**config.mk**
```make
export PLATFORM = sky130hd
export DESIGN_NAME = countdown_timer
export DESIGN_NICKNAME = d
export VERILOG_FILES = /design/src/rtl/rtc_pkg.sv /design/src/rtl/rtc_tick_gen.sv /design/src/rtl/countdown_timer.sv
export SDC_FILE = /design/constraint.sdc
export NUM_CORES = 1
export LEC_CHECK = 0
export CORE_MARGIN = 1
export CORE_UTILIZATION = 40
export CTS_CLUSTER_SIZE = 24
export DETAILED_ROUTE_END_ITERATION = 7
export DONT_BUFFER_PORTS = 1
export MAX_ROUTING_LAYER = met4
export SYNTH_ARGS = -nofsm -noshare
export SYNTH_HDL_FRONTEND = slang
export SYNTH_SLANG_ARGS = --single-unit
```
**constraint.sdc**
```tcl
create_clock -name clk_125MHz -period 2.5 [get_ports clk_125MHz]
set_input_delay 0.25 -clock clk_125MHz [delete_from_list [all_inputs] [get_ports clk_125MHz]]
set_output_delay 0.25 -clock clk_125MHz [all_outputs]
set_load 0.02 [all_outputs]
```
**src/rtl/rtc_pkg.sv**
```systemverilog
// Shared RTC definitions: field width, seconds limit, countdown state encoding
// and a saturating clamp used when loading MM:SS presets.
package rtc_pkg;

  localparam int FIELD_W = 6;
  localparam logic [FIELD_W-1:0] SEC_MAX = 6'd59;

  typedef enum logic [1:0] {
    ST_IDLE    = 2'd0,
    ST_RUN     = 2'd1,
    ST_PAUSE   = 2'd2,
    ST_EXPIRED = 2'd3
  } cd_state_e;

  function automatic logic [FIELD_W-1:0] clamp_field(
    input logic [FIELD_W-1:0] value,
    input logic [FIELD_W-1:0] limit
  );
    return (value > limit) ? limit : value;
  endfunction

endpackage

```
**src/rtl/rtc_tick_gen.sv**
```systemverilog
// Single-clock prescaler: counts 0..CLK_DIV-1 while enabled and flags the
// terminal-count cycle. Holds when disabled; clear restarts the period.
module rtc_tick_gen #(
  parameter int CLK_DIV = 125_000_000
) (
  input  logic clk_125MHz,
  input  logic rst,
  input  logic clear,
  input  logic enable,
  output logic tick
);

  localparam int CNT_W = (CLK_DIV > 2) ? $clog2(CLK_DIV) : 1;
  localparam logic [CNT_W-1:0] TERM = CNT_W'(CLK_DIV - 1);

  logic [CNT_W-1:0] cnt;

  assign tick = enable && (cnt == TERM);

  always_ff @(posedge clk_125MHz) begin
    if (rst || clear) begin
      cnt <= '0;
    end else if (enable) begin
      cnt <= (cnt == TERM) ? '0 : cnt + CNT_W'(1);
    end
  end

endmodule

```
**src/rtl/countdown_timer.sv**
```systemverilog
// Preloadable MM:SS countdown timer: FSM, borrow down-counter and preset clamp,
// decremented once per prescaler period; all outputs come straight from flops.
module countdown_timer
  import rtc_pkg::*;
#(
  parameter int CLK_DIV = 125_000_000,
  parameter int MAX_MIN = 59
) (
  input  logic               clk_125MHz,
  input  logic               rst,
  input  logic               load,
  input  logic [FIELD_W-1:0] load_min,
  input  logic [FIELD_W-1:0] load_sec,
  input  logic               start,
  input  logic               stop,
  output logic [FIELD_W-1:0] min_out,
  output logic [FIELD_W-1:0] sec_out,
  output logic               running,
  output logic               tick_1Hz,
  output logic               done,
  output logic               expired
);

  localparam logic [FIELD_W-1:0] MIN_LIM = FIELD_W'(MAX_MIN);

  cd_state_e          state, state_n;
  logic [FIELD_W-1:0] min_r, min_n;
  logic [FIELD_W-1:0] sec_r, sec_n;
  logic               tick_n, done_n;

  logic load_ok;
  logic nonzero;
  logic go_start;
  logic last_sec;
  logic pre_clear;
  logic pre_en;
  logic pre_tick;

  assign nonzero  = (min_r != '0) || (sec_r != '0);
  assign last_sec = (min_r == '0) && (sec_r == FIELD_W'(1));
  assign load_ok  = load && (state != ST_RUN);
  // load outranks start; stop outranks start; an empty preset never starts
  assign go_start = start && !stop && !load && nonzero &&
                    ((state == ST_IDLE) || (state == ST_PAUSE));

  // a resume from PAUSE keeps the partial second, so only IDLE entry clears
  assign pre_clear = load_ok || (go_start && (state == ST_IDLE));
  assign pre_en    = (state == ST_RUN) && !stop;

  rtc_tick_gen #(
    .CLK_DIV (CLK_DIV)
  ) u_tick_gen (
    .clk_125MHz (clk_125MHz),
    .rst        (rst),
    .clear      (pre_clear),
    .enable     (pre_en),
    .tick       (pre_tick)
  );

  always_comb begin
    state_n = state;
    min_n   = min_r;
    sec_n   = sec_r;
    tick_n  = 1'b0;
    done_n  = 1'b0;
    unique case (state)
      ST_IDLE, ST_PAUSE: begin
        if (load_ok) begin
          min_n   = clamp_field(load_min, MIN_LIM);
          sec_n   = clamp_field(load_sec, SEC_MAX);
          state_n = ST_IDLE;
        end else if (go_start) begin
          state_n = ST_RUN;
        end
      end
      ST_RUN: begin
        if (stop) begin
          state_n = ST_PAUSE;
        end else if (pre_tick) begin
          tick_n = 1'b1;
          if (sec_r != '0) begin
            sec_n = sec_r - FIELD_W'(1);
          end else begin
            sec_n = SEC_MAX;
            min_n = min_r - FIELD_W'(1);
          end
          if (last_sec) begin
            state_n = ST_EXPIRED;
            done_n  = 1'b1;
          end
        end
      end
      ST_EXPIRED: begin
        if (load_ok) begin
          min_n   = clamp_field(load_min, MIN_LIM);
          sec_n   = clamp_field(load_sec, SEC_MAX);
          state_n = ST_IDLE;
        end
      end
      default: state_n = ST_IDLE;
    endcase
  end

  always_ff @(posedge clk_125MHz) begin
    if (rst) begin
      state    <= ST_IDLE;
      min_r    <= '0;
      sec_r    <= '0;
      tick_1Hz <= 1'b0;
      done     <= 1'b0;
      running  <= 1'b0;
      expired  <= 1'b0;
    end else begin
      state    <= state_n;
      min_r    <= min_n;
      sec_r    <= sec_n;
      tick_1Hz <= tick_n;
      done     <= done_n;
      running  <= (state_n == ST_RUN);
      expired  <= (state_n == ST_EXPIRED);
    end
  end

  assign min_out = min_r;
  assign sec_out = sec_r;

endmodule

```
## Word level (Yosys, flattened, before mapping)

Index checks and enable logic that the tools add are counted.

| storage, ports and cells | value |
|---|---|
| flip-flop bits (word level) | 45 |
| input port bits | 17 |
| output and inout port bits | 16 |

| operators by class | value |
|---|---|
| add/subtract/negate cells | 3 |
| $lt $le $gt $ge | 2 |
| eq/ne operators | 12 |
| multiplexer cells | 22 |
| bitwise logic cells | 2 |
| reduce and logical (&&, ||, !) cells | 25 |

Operator list:

| kind | count |
|---|---|
| $mux 6 | 10 |
| $add 27x1->27 const B | 1 |
| $eq 27x27->1 const B | 1 |
| $mux 27 | 1 |
| $pmux 6 s2 | 2 |
| $gt 6x6->1 const B | 2 |
| $mux 2 | 6 |
| $reduce_bool 6->1 | 2 |
| $sub 6x1->6 const B | 2 |
| $logic_and 1x1->1 | 9 |
| $eq 2x2->1 const B | 3 |
| $eq 6x1->1 const B | 1 |
| $logic_not 6->1 | 1 |
| $ne 2x2->1 const B | 3 |
| $pmux 2 s3 | 1 |
| $reduce_or 3->1 | 2 |
| $eq 2x1->1 const B | 2 |
| $logic_or 1x1->1 | 4 |
| $ne 2x1->1 const B | 2 |
| $reduce_and 4->1 | 1 |
| $reduce_or 4->1 | 1 |
| $reduce_and 3->1 | 1 |
| $logic_not 1->1 | 2 |
| $logic_not 2->1 | 1 |
| 3 further kinds | 5 |

## Depth between registers and ports, before layout

Gate-level depths: netlist of the first run.

| depth | value |
|---|---|
| depth after elaboration | 9 |
| mapped depth | 7 |

## Modules after synthesis

From an unflattened synthesis of the first run, not the netlist that was laid out.

| unflattened totals | value |
|---|---|
| cells, all modules | 302 |
| area total of the unflattened synthesis | 2537.4 µm² |

Modules (own cells, without submodules):

| module | times used | cells an instance | area each (µm²) | seq. area each (µm²) |
|---|---|---|---|---|
| rtc_tick_gen | 1 | 154 | 1347.5 | 540.5 |
| countdown_timer | 1 | 148 | 1189.9 | 360.3 |

## Worst setup path after synthesis of the first run

OpenSTA, ideal clock, no wires.

| path | value |
|---|---|
| path type | reg2reg |
| start | register u_tick_gen.cnt[19] |
| end | register min_r[2] (netlist: min_out[2]) |
| library setup time | 117 ps |
| arrival time | 2033 ps |
| path slack | 350 ps |
| stages on the path, launching flop included | 7 |
| buffers on the path | 1 |
| clock period less this slack | 2150 ps |
| cell sequence | dfxtp_1 buf_6 or4b_1 or3_4 nor4_4 o22ai_1 a32o_1 |

| on the way | value |
|---|---|
| longest elaborated chain between the ends | 4 |

Ends and longest elaborated chain:

| element | line | RTL |
|---|---|---|
| start, declared | rtc_tick_gen.sv:16 | `logic [CNT_W-1:0] cnt;` |
| start signal, assigned | rtc_tick_gen.sv:24 | `cnt <= (cnt == TERM) ? '0 : cnt + CNT_W'(1);` |
| $eq 27x27->1 | rtc_tick_gen.sv:18 | `assign tick = enable && (cnt == TERM);` |
| $logic_and 1x1->1 | rtc_tick_gen.sv:18 |  |
| $ne 2x2->1 (no line) | - |  |
| $reduce_and 4->1 (no line) | - |  |
| end signal, assigned | countdown_timer.sv:115 | `min_r <= min_n;` |
| end, declared | countdown_timer.sv:27 | `logic [FIELD_W-1:0] min_r, min_n;` |

No other way between the ends.
A chain may end at the register's enable or synchronous reset.

## Worst setup path after layout of the first run

| path | value |
|---|---|
| start | register u_tick_gen.cnt[18] |
| end | register u_tick_gen.cnt[6] |

| on the way | value |
|---|---|
| longest elaborated chain between the ends | 2 |

Ends and longest elaborated chain:

| element | line |
|---|---|
| $eq 27x27->1 | rtc_tick_gen.sv:24 |
| $mux 27 | rtc_tick_gen.sv:24 |

No other way between the ends.

==> results.toml, run 1 <==
[outcome]
status = "completed"

[pwr]
p_leak_uw = 0.000869
p_int_uw = 992
ir_worst_vdd_v = 0.000254
powerDensity_nw_per_um2 = 512
finalPower_uw = 1380
clkPwrFrac = 0.338
comb_power_share = 0.104
switchingPower_uw = 393
p_sw_frac = 0.284
seqPwrFrac = 0.558

[critical_path]
critPathTopFamily = "simple AND/OR/NAND/NOR gates"
crit_path_start_kind = "flip-flop"
end_kind = "flip-flop"
path_cells = "or4b_1 -> or3_4 -> or3_1 -> o211ai_2 -> buf_4 -> nor2_1"
crit_buf_inv = 1
required_ps = 2690
cpPeakStageDelay_ps = 510
critPathSlowestCell = "or4b_1"
worst-setup-path-type = "flip-flop to flip-flop"
arrival_ps = 2390
crit_fanout = 24

[sta]
relSlewSlack = 0.647
fin_crit_ps = 2200
worst_slew_pin_slew_ps = 524
fin_setup_tns_ps = 0
max_freq_ghz = 0.455
setup_viol = 0
period_share = 0.879
rsz0062_at_grt = "false"
fin_worst_skew_ps = 9.76
slew_viol_final = 0
hold_viol_final = 0
holdWs_ps = 16.9

[cts]
cts_buffer_depth = 2
cts_sinks = 45
cts_buffers = 5
cts_resized = 0
cts_setup_buffers = 0
clkTransAtPathRegs_ps = 90
cts_hold_repair.buffers = 1
cts.htree.levels = 2
clk_latency_ps = 310
cts_tree = "built"
root_buffer = "clkbuf_8"

[die]
start_util = 0.416
io-pin-count = 33
die_w_um = 80.7
design.die.area_um2 = 6510
die_y_um = 80.7
rows = 28
core-area_um2 = 5960

[synthesis]
synth-seq-cells = 45
yosysSeqAreaShare = 0.364
synth-simple-area-share = 0.339
yosysUniqueCellTypes = 53
syn_nets = 321
synth_xor_xnor_area_share = 0.0920
synth-main-ff-cell = "dfxtp_1"
syn_area_um2 = 2470
synth_adder_area_share = 0.0253
synth_top_family_by_area = "simple AND/OR/NAND/NOR gates"
syn_avg_cell_area_um2 = 8.28
postSynthCellCount = 299
yosys_warnings = 0
muxShareOfSynthArea = 0.00809
synthArstFlopShare = 0
synth-edff-count = 0
synth_compound_area_frac = 0.128

[drt]
drtAntennaViolNets = 0
dr_total_vias = 2151
vias_per_cell = 5.59
drc = 0
wl_per_cell_um = 14.9
drt_iter0_drc = 69
dr.pass1.iters = 4
wirelength_um = 5720

[global_route]
grt_pass1_wl_um = 9720
antenna_found_initial = 0
grt_max_degree = 25
track_usage = 0.200
grt_remaining_overflow = 0
grt_pass1_vias = 2017

[final_layout]
final_common_cell = "dfxtp_1"
nNetsFinal = 331
syn2layout_area_growth_pct = 9.25
drive_gt1_frac = 0.0968
mostFrequentLayoutCells = "45 x dfxtp_1, 43 x nor2_1, 25 x nand2_1"
num_antenna_cells = 0
layout.cells.non_filler = 385

[placed_design]
numPortBuffers = 0
hpwl_um = 4200
dp_cells = 376
place.gp.congestion = 0.912

[min_path]
hold_class = "input pin to flip-flop"

[job]
cap_viol_max_count = 0
[through the flow]
| step | worst slack (ps) | util | area (µm²) |
|---|---|---|---|
| final | 303 | 0.454 | 2700 |
| after global routing | 107 | 0.454 | 2700 |
| after CTS | 286 | 0.454 | 2700 |
| after detailed placement | 307 | 0.437 | 2600 |
| after global placement | 336 | 0.437 | 2600 |
| after floorplan | 350 | - | 2470 |
[cell usage after synthesis, types with 3 or more instances]
library cell / number / area [µm²]
a211oi_1: 3 / 22.5
a21oi_1: 10 / 50.1
and2_1: 4 / 25.0
and3_1: 3 / 18.8
and4_1: 4 / 35.0
buf_6: 3 / 33.8
clkbuf_1: 7 / 26.3
dfxtp_1: 45 / 901
ha_1: 5 / 62.6
inv_1: 12 / 45.0
nand2_1: 25 / 93.8
nand2b_1: 4 / 25.0
nand3_1: 11 / 55.1
nand4_1: 15 / 93.8
nor2_1: 43 / 161
nor3_1: 11 / 55.1
nor3b_1: 5 / 37.5
nor4_1: 5 / 31.3
nor4b_1: 5 / 43.8
o21ai_0: 7 / 35.0
o22ai_1: 4 / 25.0
or3_1: 5 / 31.3
xnor2_1: 14 / 123
xor2_1: 12 / 105
[flip-flops by register name, summed over array words and instances, names as in the netlist]
register        count
min_out             6
sec_out             6
done                1
expired             1
running             1
state               2
tick_1Hz            1
u_tick_gen.cnt     27
[worst register-to-register path, cell delays in order (launching register included)]
cell and delay (ps):
dfxtp_1 350, or4b_1 510, or3_4 380, or3_1 400, o211ai_2 80, buf_4 280
nor2_1 90
[power groups by stage]
stage	logic [µW]	registers (µW)	clock network (µW)
finish	144	773	468
global placement	139	789	0
detailed placement	141	789	0
CTS	145	773	481
floorplan	111	786	0
global route	163	776	512
[logic make-up after synthesis]
family / after synthesis
XOR/XNOR: 26
AND/OR/NAND/NOR: 154
adder cells (fa/ha/maj): 5
multiplexers: 2
buffers and inverters: 23
AO/OA/AOI/OAI: 44
flip-flops: 45
[metal layers]
metal | global-route usage | vias to the layer above | wire length (µm)
met5 | - | - | 0
li1 | - | 1089 | -
met2 | 0.327 | 46 | 2620
met4 | 0.0589 | 0 | 91
met1 | 0.240 | 1004 | 2710
met3 | 0.0523 | 12 | 294
[final timing paths]
path | from | endpoint | slack (ps) | cells after the start
max | u_tick_gen.cnt[18] | u_tick_gen.cnt[6] | 300 | 6
min | rst | state[0] | 20 | 1
max reg2reg | u_tick_gen.cnt[18] | u_tick_gen.cnt[6] | 300 | 6
min reg2reg | u_tick_gen.cnt[1] | u_tick_gen.cnt[1] | 510 | 2
[final cells by class]
cell class              instances  area [µm²]
clock buffers                   5        68.8
clock inverters                 3        22.5
fillers                       610        3250
inverters                      12        45.0
multi-input cells             231        1470
flip-flops and latches         45         901
well taps                      75        93.8
repair buffers                 14         108
(Power assumes the default switching activity.)
==> inputs of run 2 (changes only) <==
--- a/config.mk
+++ b/config.mk
@@ -13,4 +13,5 @@
 export MAX_ROUTING_LAYER = met4
 export SYNTH_ARGS = -nofsm -noshare
 export SYNTH_HDL_FRONTEND = slang
+export SYNTH_HIERARCHICAL = 1
 export SYNTH_SLANG_ARGS = --single-unit
==> run 2 against run 1 <==
  * Sequential power shrank 1%
  * Global-route usage grew 0.46 points
  * Clock skew grew 1.4 ps
  * Critical path depth grew 2
  * Utilization grew 2.9 points
  * Non-clock buffer count grew 13
  * Synthesized cell count grew 1.0%
  * Flip-flop and latch count is the same
  * Critical endpoint is now sec_out[1]
  * Largest power group unchanged
==> results.toml, run 2 <==
[drt]
wl_per_cell_um = 15.1
drt_iter0_drc = 177
wirelength_um = 6020
vias_per_cell = 5.81
dr.pass1.iters = 4
drtAntennaViolNets = 0
drc = 0
dr_total_vias = 2322

[global_route]
grt_pass1_vias = 2118
grt_remaining_overflow = 0
track_usage = 0.205
grt_max_degree = 20
antenna_found_initial = 0
grt_pass1_wl_um = 10200

[die]
io-pin-count = 33
die_y_um = 81.6
rows = 28
die_w_um = 81.6
core-area_um2 = 6030
start_util = 0.421
design.die.area_um2 = 6670

[sta]
relSlewSlack = 0.682
max_freq_ghz = 0.428
holdWs_ps = 16.4
worst_slew_pin_slew_ps = 471
fin_worst_skew_ps = 11.1
slew_viol_final = 0
setup_viol = 0
fin_setup_tns_ps = 0
period_share = 0.935
hold_viol_final = 0
fin_crit_ps = 2340
rsz0062_at_grt = "false"

[synthesis]
syn_area_um2 = 2540
yosys_warnings = 6
yosysTopAreaCell = "dfxtp_1"
synthArstFlopShare = 0
synthTopCellsByCount = "45 x dfxtp_1, 25 x nor2_1, 20 x a21oi_1"
synth-simple-area-share = 0.327
syn_nets = 324
synth.most_common_cell = "dfxtp_1"
yosysSeqAreaShare = 0.355
synth-edff-count = 0
postSynthCellCount = 302
synth_top_family_by_area = "simple AND/OR/NAND/NOR gates"
synth_compound_area_frac = 0.187
synth_top_area_frac = 0.355
synth-main-ff-cell = "dfxtp_1"
muxShareOfSynthArea = 0.00394
synth_xor_xnor_area_share = 0.0552
syn_avg_cell_area_um2 = 8.40
synth-seq-cells = 45
synthTopCellsByArea = "dfxtp_1 36%, a21oi_1 3.9%, nor2_1 3.7%"
yosysUniqueCellTypes = 58
synth_adder_area_share = 0.0247

[placed_design]
hpwl_um = 4410
place.gp.congestion = 0.819
numPortBuffers = 0

[pwr]
p_leak_uw = 0.000987
powerDensity_nw_per_um2 = 526
ir_worst_vdd_v = 0.000232

[critical_path]
path_cells = "or4_1 -> or3_4 -> nor3_4 -> and4bb_4 -> a21oi_2 -> buf_4 -> a211o_1 -> a21oi_1"
crit_path_start_kind = "flip-flop"
crit_fanout = 13
reg2reg_depth = 8
critPathTopFamily = "simple AND/OR/NAND/NOR gates"
r2r_start = "u_tick_gen/cnt[18]"
end_kind = "flip-flop"
r2r-end = "sec_out[1]"
required_ps = 2730
critPathSlowestCell = "or4_1"
worst-setup-path-type = "flip-flop to flip-flop"
cpPeakStageDelay_ps = 510
arrival_ps = 2570
crit_buf_inv = 1
ff2ff_setup_slack_ps = 160

[min_path]
min_path_cells = 1
hold_end = "sec_out[4]"
hp-start = "rst"
hold_class = "input pin to flip-flop"

[final_layout]
largest_register_ff_count = 27
num_antenna_cells = 0
nNetsFinal = 346
fillers = 598
drive_gt1_frac = 0.175
max_flop_register = "u_tick_gen/cnt"
syn2layout_area_growth_pct = 14.7
mostFrequentLayoutCells = "45 x dfxtp_1, 26 x buf_4, 24 x nor2_1"
final_common_cell = "dfxtp_1"

[cts]
cts_buffers = 5
cts_setup_buffers = 0
root_buffer = "clkbuf_8"
cts_sinks = 45
clk_latency_ps = 300
cts_tree = "built"
cts.htree.levels = 2
cts_buffer_depth = 2
clkTransAtPathRegs_ps = 80

[job]
cap_viol_max_count = 0

[outcome]
status = "completed"
[run 2: worst max-delay path by stage]
stage	start	endpoint	slack, ps	cells after the start
after floorplan	state[1]	min_out[0]	8	11
after global placement	u_tick_gen/cnt[18]	min_out[0]	40	7
after detailed placement	u_tick_gen/cnt[18]	min_out[0]	10	7
after CTS	u_tick_gen/cnt[18]	min_out[0]	30	7
after global routing	u_tick_gen/cnt[18]	min_out[0]	30	7
final	u_tick_gen/cnt[18]	sec_out[1]	160	8
[run 2: layout make-up]
cell class | count | area [µm²] | share of cell area
multi-input cells | 232 | 1550 | 0.533
flip-flops and latches | 45 | 901 | 0.310
repair buffers | 27 | 205 | 0.0705
well taps | 75 | 93.8 | 0.0322
clock buffers | 6 | 72.6 | 0.0249
inverters | 13 | 48.8 | 0.0168
clock inverters | 2 | 38.8 | 0.0133
[run 2: what timing repair did]
item,CTS,global route
setup endpoints to repair,1,7
hold buffers,0,1
endpoints found under the hold margin,0,5
resized for setup,1,3
pin swaps,0,2
[run 2: cell families (layout without fill, tap and decap cells)]
family | count (synthesis) | in the layout
AOI/OAI and AO/OA | 68 | 68
buffers and inverters | 25 | 48
adders and majority gates | 5 | 5
muxes | 1 | 1
DFF | 45 | 45
and+or+nand+nor | 142 | 142
xor gates and xnor gates | 16 | 16
[run 2: routing by layer]
metal	GRT usage	share of wire	up-vias	wire length, µm
met5	-	0	-	0
met4	0.0649	0.015	0	93
met3	0.0389	0.053	10	321
met2	0.300	0.44	63	2620
met1	0.282	0.50	1095	2990
li1	-	-	1154	-
[run 2: power breakdown]
group / total, µW / internal [µW] / switching [µW]
clock network: 559 / 300 / 259
registers: 765 / 733 / 31.3
logic: 207 / 89.3 / 118
[run 2: through the flow]
stage                     std cells  total power, µW  instance area (µm²)  worst slack [ps]  utilization
final                           400             1530                 2910               162        0.483
after detailed placement        391              983                 2770              11.9        0.460
after floorplan                 302              929                 2560              8.41            -
after global routing            400             1610                 2910              32.8        0.483
after global placement          391              982                 2770              41.6        0.460
after CTS                       399             1540                 2890              34.6        0.479
==> inputs of run 3 (changes only) <==
--- a/config.mk
+++ b/config.mk
@@ -5,6 +5,7 @@
 export SDC_FILE = /design/constraint.sdc
 export NUM_CORES = 1
 export LEC_CHECK = 0
+export ABC_AREA = 0
 export CORE_MARGIN = 1
 export CORE_UTILIZATION = 40
 export CTS_CLUSTER_SIZE = 24
==> results of run 3 <==
No change in the layout: final DEF, timing and power equal those of run 2.
